## src/rtl/ucode_sequencer.sv

```systemverilog
// ucode_sequencer
// Sits between fetch and issue. Ordinary instructions pass straight through.
// A multiply opcode is consumed, fetch is stalled, the operand fields are
// latched and presented to ucode_rom, and the ROM's micro-words are injected
// into issue until a halt word ends the sequence. Taken micro-branches squash
// the two wrong-path words already in flight. Runaway sequences (timeout or
// micro-address overflow) are aborted with a one-cycle ucode_err pulse.
//
// Ports:
//   clk, rst             clock; asynchronous active-low reset
//   fetch_instruction/_valid  instruction from fetch
//   fetch_stall          fetch must hold its current instruction
//   mul_opcode, immediate, dest_reg, reg1, reg2, ghost_pc  to ucode_rom
//   ucode_instruction    ROM word (registered, 1-cycle latency from ghost_pc)
//   ucode_done           ROM halt indication (one cycle after halt word)
//   ubr_taken/ubr_target micro-branch redirect from downstream
//   issue_instruction/_valid/_is_ucode  to issue
//   ucode_err            one-cycle pulse on abort
module ucode_sequencer #(
    parameter int UPC_W       = 4,
    parameter int MAX_UCYCLES = 64
) (
    input  logic              clk,
    input  logic              rst,
    input  logic [31:0]       fetch_instruction,
    input  logic              fetch_valid,
    output logic              fetch_stall,
    output logic [6:0]        mul_opcode,
    output logic [15:0]       immediate,
    output logic [3:0]        dest_reg,
    output logic [3:0]        reg1,
    output logic [3:0]        reg2,
    output logic [UPC_W-1:0]  ghost_pc,
    input  logic [31:0]       ucode_instruction,
    input  logic              ucode_done,
    input  logic              ubr_taken,
    input  logic [UPC_W-1:0]  ubr_target,
    output logic [31:0]       issue_instruction,
    output logic              issue_valid,
    output logic              issue_is_ucode,
    output logic              ucode_err
);

    localparam int CNT_W = $clog2(MAX_UCYCLES + 1);

    typedef enum logic [1:0] {IDLE, FILL, RUN, WAIT_DONE} state_t;

    state_t             state_q, state_d;
    logic [UPC_W-1:0]   ghost_pc_q, ghost_pc_d;
    logic [6:0]         mul_opcode_q, mul_opcode_d;
    logic [15:0]        immediate_q, immediate_d;
    logic [3:0]         dest_reg_q, dest_reg_d;
    logic [3:0]         reg1_q, reg1_d;
    logic [3:0]         reg2_q, reg2_d;
    logic [CNT_W-1:0]   ucnt_q, ucnt_d;
    logic               squash_q, squash_d;
    logic               ucode_err_q, ucode_err_d;

    logic [CNT_W-1:0]   ucnt_inc;
    logic               fetch_is_mul;
    logic               ucode_is_halt;
    logic               overflow;
    logic               issue_valid_c;

    assign fetch_is_mul  = fetch_instruction[31:25] inside
                           {7'b0010000, 7'b0011000, 7'b0110000, 7'b0111000};
    assign ucode_is_halt = (ucode_instruction[31:28] == 4'b1101);
    assign ucnt_inc      = ucnt_q + CNT_W'(1);

    always_comb begin
        // NOTE: every signal written here gets a default first so no path
        // leaves it unassigned, which would otherwise infer a latch.
        state_d           = state_q;
        ghost_pc_d        = ghost_pc_q;
        mul_opcode_d      = mul_opcode_q;
        immediate_d       = immediate_q;
        dest_reg_d        = dest_reg_q;
        reg1_d            = reg1_q;
        reg2_d            = reg2_q;
        ucnt_d            = ucnt_q;
        squash_d          = squash_q;
        ucode_err_d       = 1'b0;
        overflow          = 1'b0;
        issue_instruction = fetch_instruction;
        issue_valid_c     = 1'b0;
        issue_is_ucode    = 1'b0;

        case (state_q)
            IDLE: begin
                issue_valid_c = fetch_valid & ~fetch_is_mul;
                if (fetch_valid && fetch_is_mul) begin
                    mul_opcode_d = fetch_instruction[31:25];
                    dest_reg_d   = fetch_instruction[24:21];
                    reg1_d       = fetch_instruction[20:17];
                    reg2_d       = fetch_instruction[16:13];
                    immediate_d  = fetch_instruction[15:0];
                    ghost_pc_d   = '0;
                    ucnt_d       = '0;
                    squash_d     = 1'b0;
                    state_d      = FILL;
                end
            end
            FILL: begin
                // ROM is registering word 0 this cycle; start fetching word 1.
                ucnt_d     = ucnt_inc;
                ghost_pc_d = UPC_W'(1);
                state_d    = RUN;
            end
            RUN: begin
                ucnt_d            = ucnt_inc;
                issue_instruction = ucode_instruction;
                issue_is_ucode    = 1'b1;
                if (ubr_taken) begin
                    // Word on the ROM output now and the one registered this
                    // edge are both wrong-path; redirect and squash both.
                    ghost_pc_d = ubr_target;
                    squash_d   = 1'b1;
                end else if (squash_q) begin
                    squash_d = 1'b0;
                    if (&ghost_pc_q) overflow = 1'b1;
                    else             ghost_pc_d = ghost_pc_q + UPC_W'(1);
                end else if (ucode_is_halt) begin
                    state_d = WAIT_DONE;
                end else if (&ghost_pc_q) begin
                    overflow = 1'b1;
                end else begin
                    issue_valid_c = 1'b1;
                    ghost_pc_d    = ghost_pc_q + UPC_W'(1);
                end
            end
            WAIT_DONE: begin
                ucnt_d = ucnt_inc;
                if (ucode_done) begin
                    mul_opcode_d = '0;
                    state_d      = IDLE;
                end
            end
        endcase

        // Abort overrides whatever the state decided this cycle.
        if (overflow || ((state_q != IDLE) && (ucnt_inc == CNT_W'(MAX_UCYCLES)))) begin
            state_d       = IDLE;
            mul_opcode_d  = '0;
            ghost_pc_d    = '0;
            squash_d      = 1'b0;
            ucode_err_d   = 1'b1;
            issue_valid_c = 1'b0;
        end
    end

    // NOTE: state flops use non-blocking assignments so every flop samples
    // the pre-edge values, independent of statement order.
    always_ff @(posedge clk or negedge rst) begin
        if (!rst) begin
            state_q      <= IDLE;
            ghost_pc_q   <= '0;
            mul_opcode_q <= '0;
            immediate_q  <= '0;
            dest_reg_q   <= '0;
            reg1_q       <= '0;
            reg2_q       <= '0;
            ucnt_q       <= '0;
            squash_q     <= 1'b0;
            ucode_err_q  <= 1'b0;
        end else begin
            state_q      <= state_d;
            ghost_pc_q   <= ghost_pc_d;
            mul_opcode_q <= mul_opcode_d;
            immediate_q  <= immediate_d;
            dest_reg_q   <= dest_reg_d;
            reg1_q       <= reg1_d;
            reg2_q       <= reg2_d;
            ucnt_q       <= ucnt_d;
            squash_q     <= squash_d;
            ucode_err_q  <= ucode_err_d;
        end
    end

    assign fetch_stall = (state_q != IDLE);
    // Passthrough is combinational, so reset gates it explicitly.
    assign issue_valid = rst & issue_valid_c;
    assign mul_opcode  = mul_opcode_q;
    assign immediate   = immediate_q;
    assign dest_reg    = dest_reg_q;
    assign reg1        = reg1_q;
    assign reg2        = reg2_q;
    assign ghost_pc    = ghost_pc_q;
    assign ucode_err   = ucode_err_q;

endmodule

```

## config.mk

```make
export PLATFORM = sky130hd
export DESIGN_NAME = ucode_sequencer
export DESIGN_NICKNAME = d
export VERILOG_FILES = /design/src/rtl/ucode_sequencer.sv
export SDC_FILE = /design/constraint.sdc
export NUM_CORES = 1
export LEC_CHECK = 0
export ABC_AREA = 1
export BUFFER_PORTS_ARGS = -buffer_cell sky130_fd_sc_hd__buf_4
export CORE_MARGIN = 4
export CORE_UTILIZATION = 48
export DETAILED_ROUTE_END_ITERATION = 6
export PLACE_DENSITY = 0.85
export REMOVE_ABC_BUFFERS = 1
export SYNTH_ARGS = -nofsm -noshare
export SYNTH_HDL_FRONTEND = slang
export SYNTH_SLANG_ARGS = --single-unit
```

## constraint.sdc

```tcl
create_clock -name clk -period 4.65 [get_ports clk]
set_input_delay 0.465 -clock clk [delete_from_list [all_inputs] [get_ports clk]]
set_output_delay 0.465 -clock clk [all_outputs]
set_load 0.02 [all_outputs]
```

==> summary.txt <==
Cells and area
  – Core Util, Final: 71.60%
  – Layout cell share with drive strength beyond 1: approximately 41%
  – Commonest cells after routing, fill and taps aside: buf_4, nand2_1, dfrtp_1
  – Synthesis-to-finish area growth: 45.54%
  – Ant diodes: 0
  – Post-layout nets: 551
  – Max reg flops: 15
  – Commonest non-fill, non-tap cell in the layout: buf_4

Floorplan
  – I/O pin count: 148
  – Die H: 82.90 um
  – Starting density of the core: between 40% and 50%
  – Horiz. Die Dim: around 83 um
  – Die ar.: 6872 um^2
  – Core area: approximately 5500 um^2
  – Total number of placement rows: 27

GRT
  – M2 GR Usage: 41.55%
  – Most crowded layer after global routing: met2
  – Vias in the first global route: roughly 2900
  – Total Routing Usage GR: a little under a quarter
  – Initial antenna violation count: 0
  – GR Util met3: under 10%
  – Largest net degree at the start of global routing: 49
  – Global-route wire length before repair: 13.02 mm
  – Global route overflow: 0
  – Grt met1 use: between 20% and 30%

Critical path
  – Crit-path cells: inv_1 > ha_1 > inv_2 > nor3_2 > o21ai_2 > nand3_1 > a21oi_1 > buf_4
  – Required @ worst endpoint: 4180 ps
  – Worst endpoint data arrival time: ~2400 ps
  – CP max stage cell: inv_2
  – Slowest stage delay, CP: about 450 ps
  – Setup crit start: state_q[0]
  – Type of the worst setup path: flop to output pin
  – Critical path peak fanout: 36
  – CP endpoint kind: output pin
  – Startpoint types: flop
  – CP delay by family, top: buffers and inverters
  – Buf+Inv Stages, Crit Path: 3
  – R2r startpoint: state_q[0]

Pwr
  – Combinational Power Share: 59.6%
  – Switch share: 46.55%
  – Total power: 2.327 mW
  – Seq pwr share: between 20% and 30%
  – PwrDens: between 500 and 600 nW/um^2
  – Clock power share: between 10 and 15%
  – Peak supply drop: between 0.0003 and 0.0004 V
  – Pleak: between 2 and 2.5 nW
  – Int Pwr: about 1.2 mW
  – Psw: roughly 1.1 mW

Place
  – Worst slack at placement: approximately 2200 ps
  – Port Buffers: 147
  – GPL Wtd Cong: 0.8176
  – DP HPWL: 6.186 mm

Worst hold path
  – Hold/Removal Path Class: primary input to async pin

STA
  – Min cycle time layout: roughly 2800 ps
  – Slew Limit Fails: 0
  – RSZ-0062 raised after global routing: no
  – Fin crit share: between 60% and 70%
  – Setup TNS: 0 ps
  – Fmax: ~360 MHz
  – Endpoints failing hold: 0
  – Worst setup margin: approximately 1800 ps
  – Slew margin rel.: between 50% and 60%
  – Worst Tran Pin Value: between 700 and 800 ps
  – Final setup violation count: 0
  – Setup Skew: 5.563 ps

CTS
  – H-tree levels: 2
  – Total CTS buffers: 5
  – Clock Root Buffer: clkbuf_8
  – # hold bufs at CTS: 0
  – Post-cts sizing count: 0
  – Clock Path Buffers: 2
  – CTS clk-pin slew, worst paths: 90 ps
  – Post-CTS Setup Inserts: 0
  – Clk Latency, worst-skew pair: around 300 ps
  – Sink Count: 47
  – TritonCTS clock tree: done

Routing
  – Final ANT Viol Nets: 0
  – Number of DRC markers after the initial detailed-route iteration: 128
  – Post-route DRC: 0
  – Via count: between 2000 and 3000
  – Via-per-instance ratio: approximately 5
  – Routed WL: 7.983 mm
  – Drt wl/cell: ~15 um
  – DR pass1 iterations: 4

Synthesis
  – Synth Register Bits: 47
  – Mapped cell area: 2693 um^2
  – Yosys Warn Count: 0
  – Sequential cell area fraction in the yosys report: 43.68%
  – Post-synthesis cell count: 330
  – Syn_area_per_cell: 8.159 um^2
  – Synth cell types: 35

Status
  – Status: complete, no violations

Run
  – Max Cap Viol: 0
stage by stage:
step / hold WS [ps] / cell area [um^2] / std cells
after floorplan: 169.4 / 2611 / 316
after CTS: 191.8 / 3919 / 543
final: 167.2 / 3919 / 543
after detailed placement: 480.7 / 3812 / 536
after global placement: 472.5 / 3812 / 536
after global routing: 219.9 / 3919 / 543
cell type report:
| type | instances | area, um^2 |
|---|---|---|
| multi-input combinational | 247 | 1351 |
| clock inverter | 2 | 37.54 |
| clock buffer | 5 | 68.82 |
| sequential | 47 | 1176 |
| timing repair buffer | 148 | 1111 |
| tap | 72 | 90.09 |
| inverter | 22 | 83.83 |
| fill | 443 | 1554 |
cell families after synthesis:
| family | after synthesis | synth area share, % |
|---|---|---|
| and+or+nand+nor | 185 | 29.97 |
| AOI/OAI and AO/OA | 29 | 6.274 |
| DFF | 47 | 43.68 |
| xor gates and xnor gates | 2 | 0.6507 |
| muxes | 24 | 10.04 |
| adders and majority gates | 7 | 3.253 |
| buffers and inverters | 36 | 6.134 |
cell usage after synthesis:
| library cell | count | area share [%] |
|---|---|---|
| a21oi_1 | 5 | 0.93 |
| a22o_1 | 1 | 0.33 |
| buf_1 | 3 | 0.42 |
| buf_2 | 2 | 0.37 |
| buf_4 | 5 | 1.4 |
| buf_6 | 1 | 0.42 |
| clkbuf_1 | 3 | 0.42 |
| clkinv_2 | 1 | 0.19 |
| dfrtp_1 | 47 | 44 |
| ha_1 | 7 | 3.3 |
| inv_1 | 19 | 2.6 |
| inv_2 | 2 | 0.28 |
| mux2_1 | 2 | 0.84 |
| mux2_2 | 22 | 9.2 |
| nand2_1 | 126 | 18 |
| nand2_2 | 4 | 0.93 |
| nand2_4 | 1 | 0.42 |
| nand3_1 | 20 | 3.7 |
| nand3_2 | 1 | 0.37 |
| nand4_1 | 7 | 1.6 |
| nand4_2 | 2 | 0.93 |
| nor2_1 | 17 | 2.4 |
| nor2_2 | 2 | 0.46 |
| nor2_4 | 1 | 0.42 |
| nor3_1 | 1 | 0.19 |
| nor3_2 | 2 | 0.74 |
| o2111ai_1 | 3 | 0.98 |
| o21a_1 | 1 | 0.28 |
| o21ai_0 | 12 | 2.2 |
| o21ai_1 | 4 | 0.74 |
| o21ai_2 | 1 | 0.33 |
| o22ai_1 | 2 | 0.46 |
| or2_2 | 1 | 0.23 |
| xnor2_1 | 1 | 0.33 |
| xor2_1 | 1 | 0.33 |
power by group through the flow:
stage	Sequential, mW	Combinational (mW)	Clock (mW)
after floorplan	0.746	0.714	0
after global placement	0.637	1.36	0
after detailed placement	0.646	1.39	0
after CTS	0.641	1.40	0.298
after global routing	0.661	1.52	0.318
final	0.642	1.39	0.297
final timing paths:
| kind | depth (start not counted) | slack, ps | to |
|---|---|---|---|
| setup / recovery | 8 | 1840 | issue_valid |
| setup reg to reg | 10 | 2400 | ghost_pc[1] |
| hold / removal | 1 | 170 | immediate[3] |
| max in group asynchronous | 1 | 4070 | mul_opcode[0] |
| min in group clk | 2 | 390 | immediate[6] |
| hold reg to reg | 2 | 500 | mul_opcode[6] |
routing by layer:
layer,vias to the layer above,share of wire (%)
met1,1285,38
met2,90,53
met3,15,7.6
met4,0,2.0
li1,1354,-
met5,-,0
No activity file was read; power rests on OpenSTA's default activity.
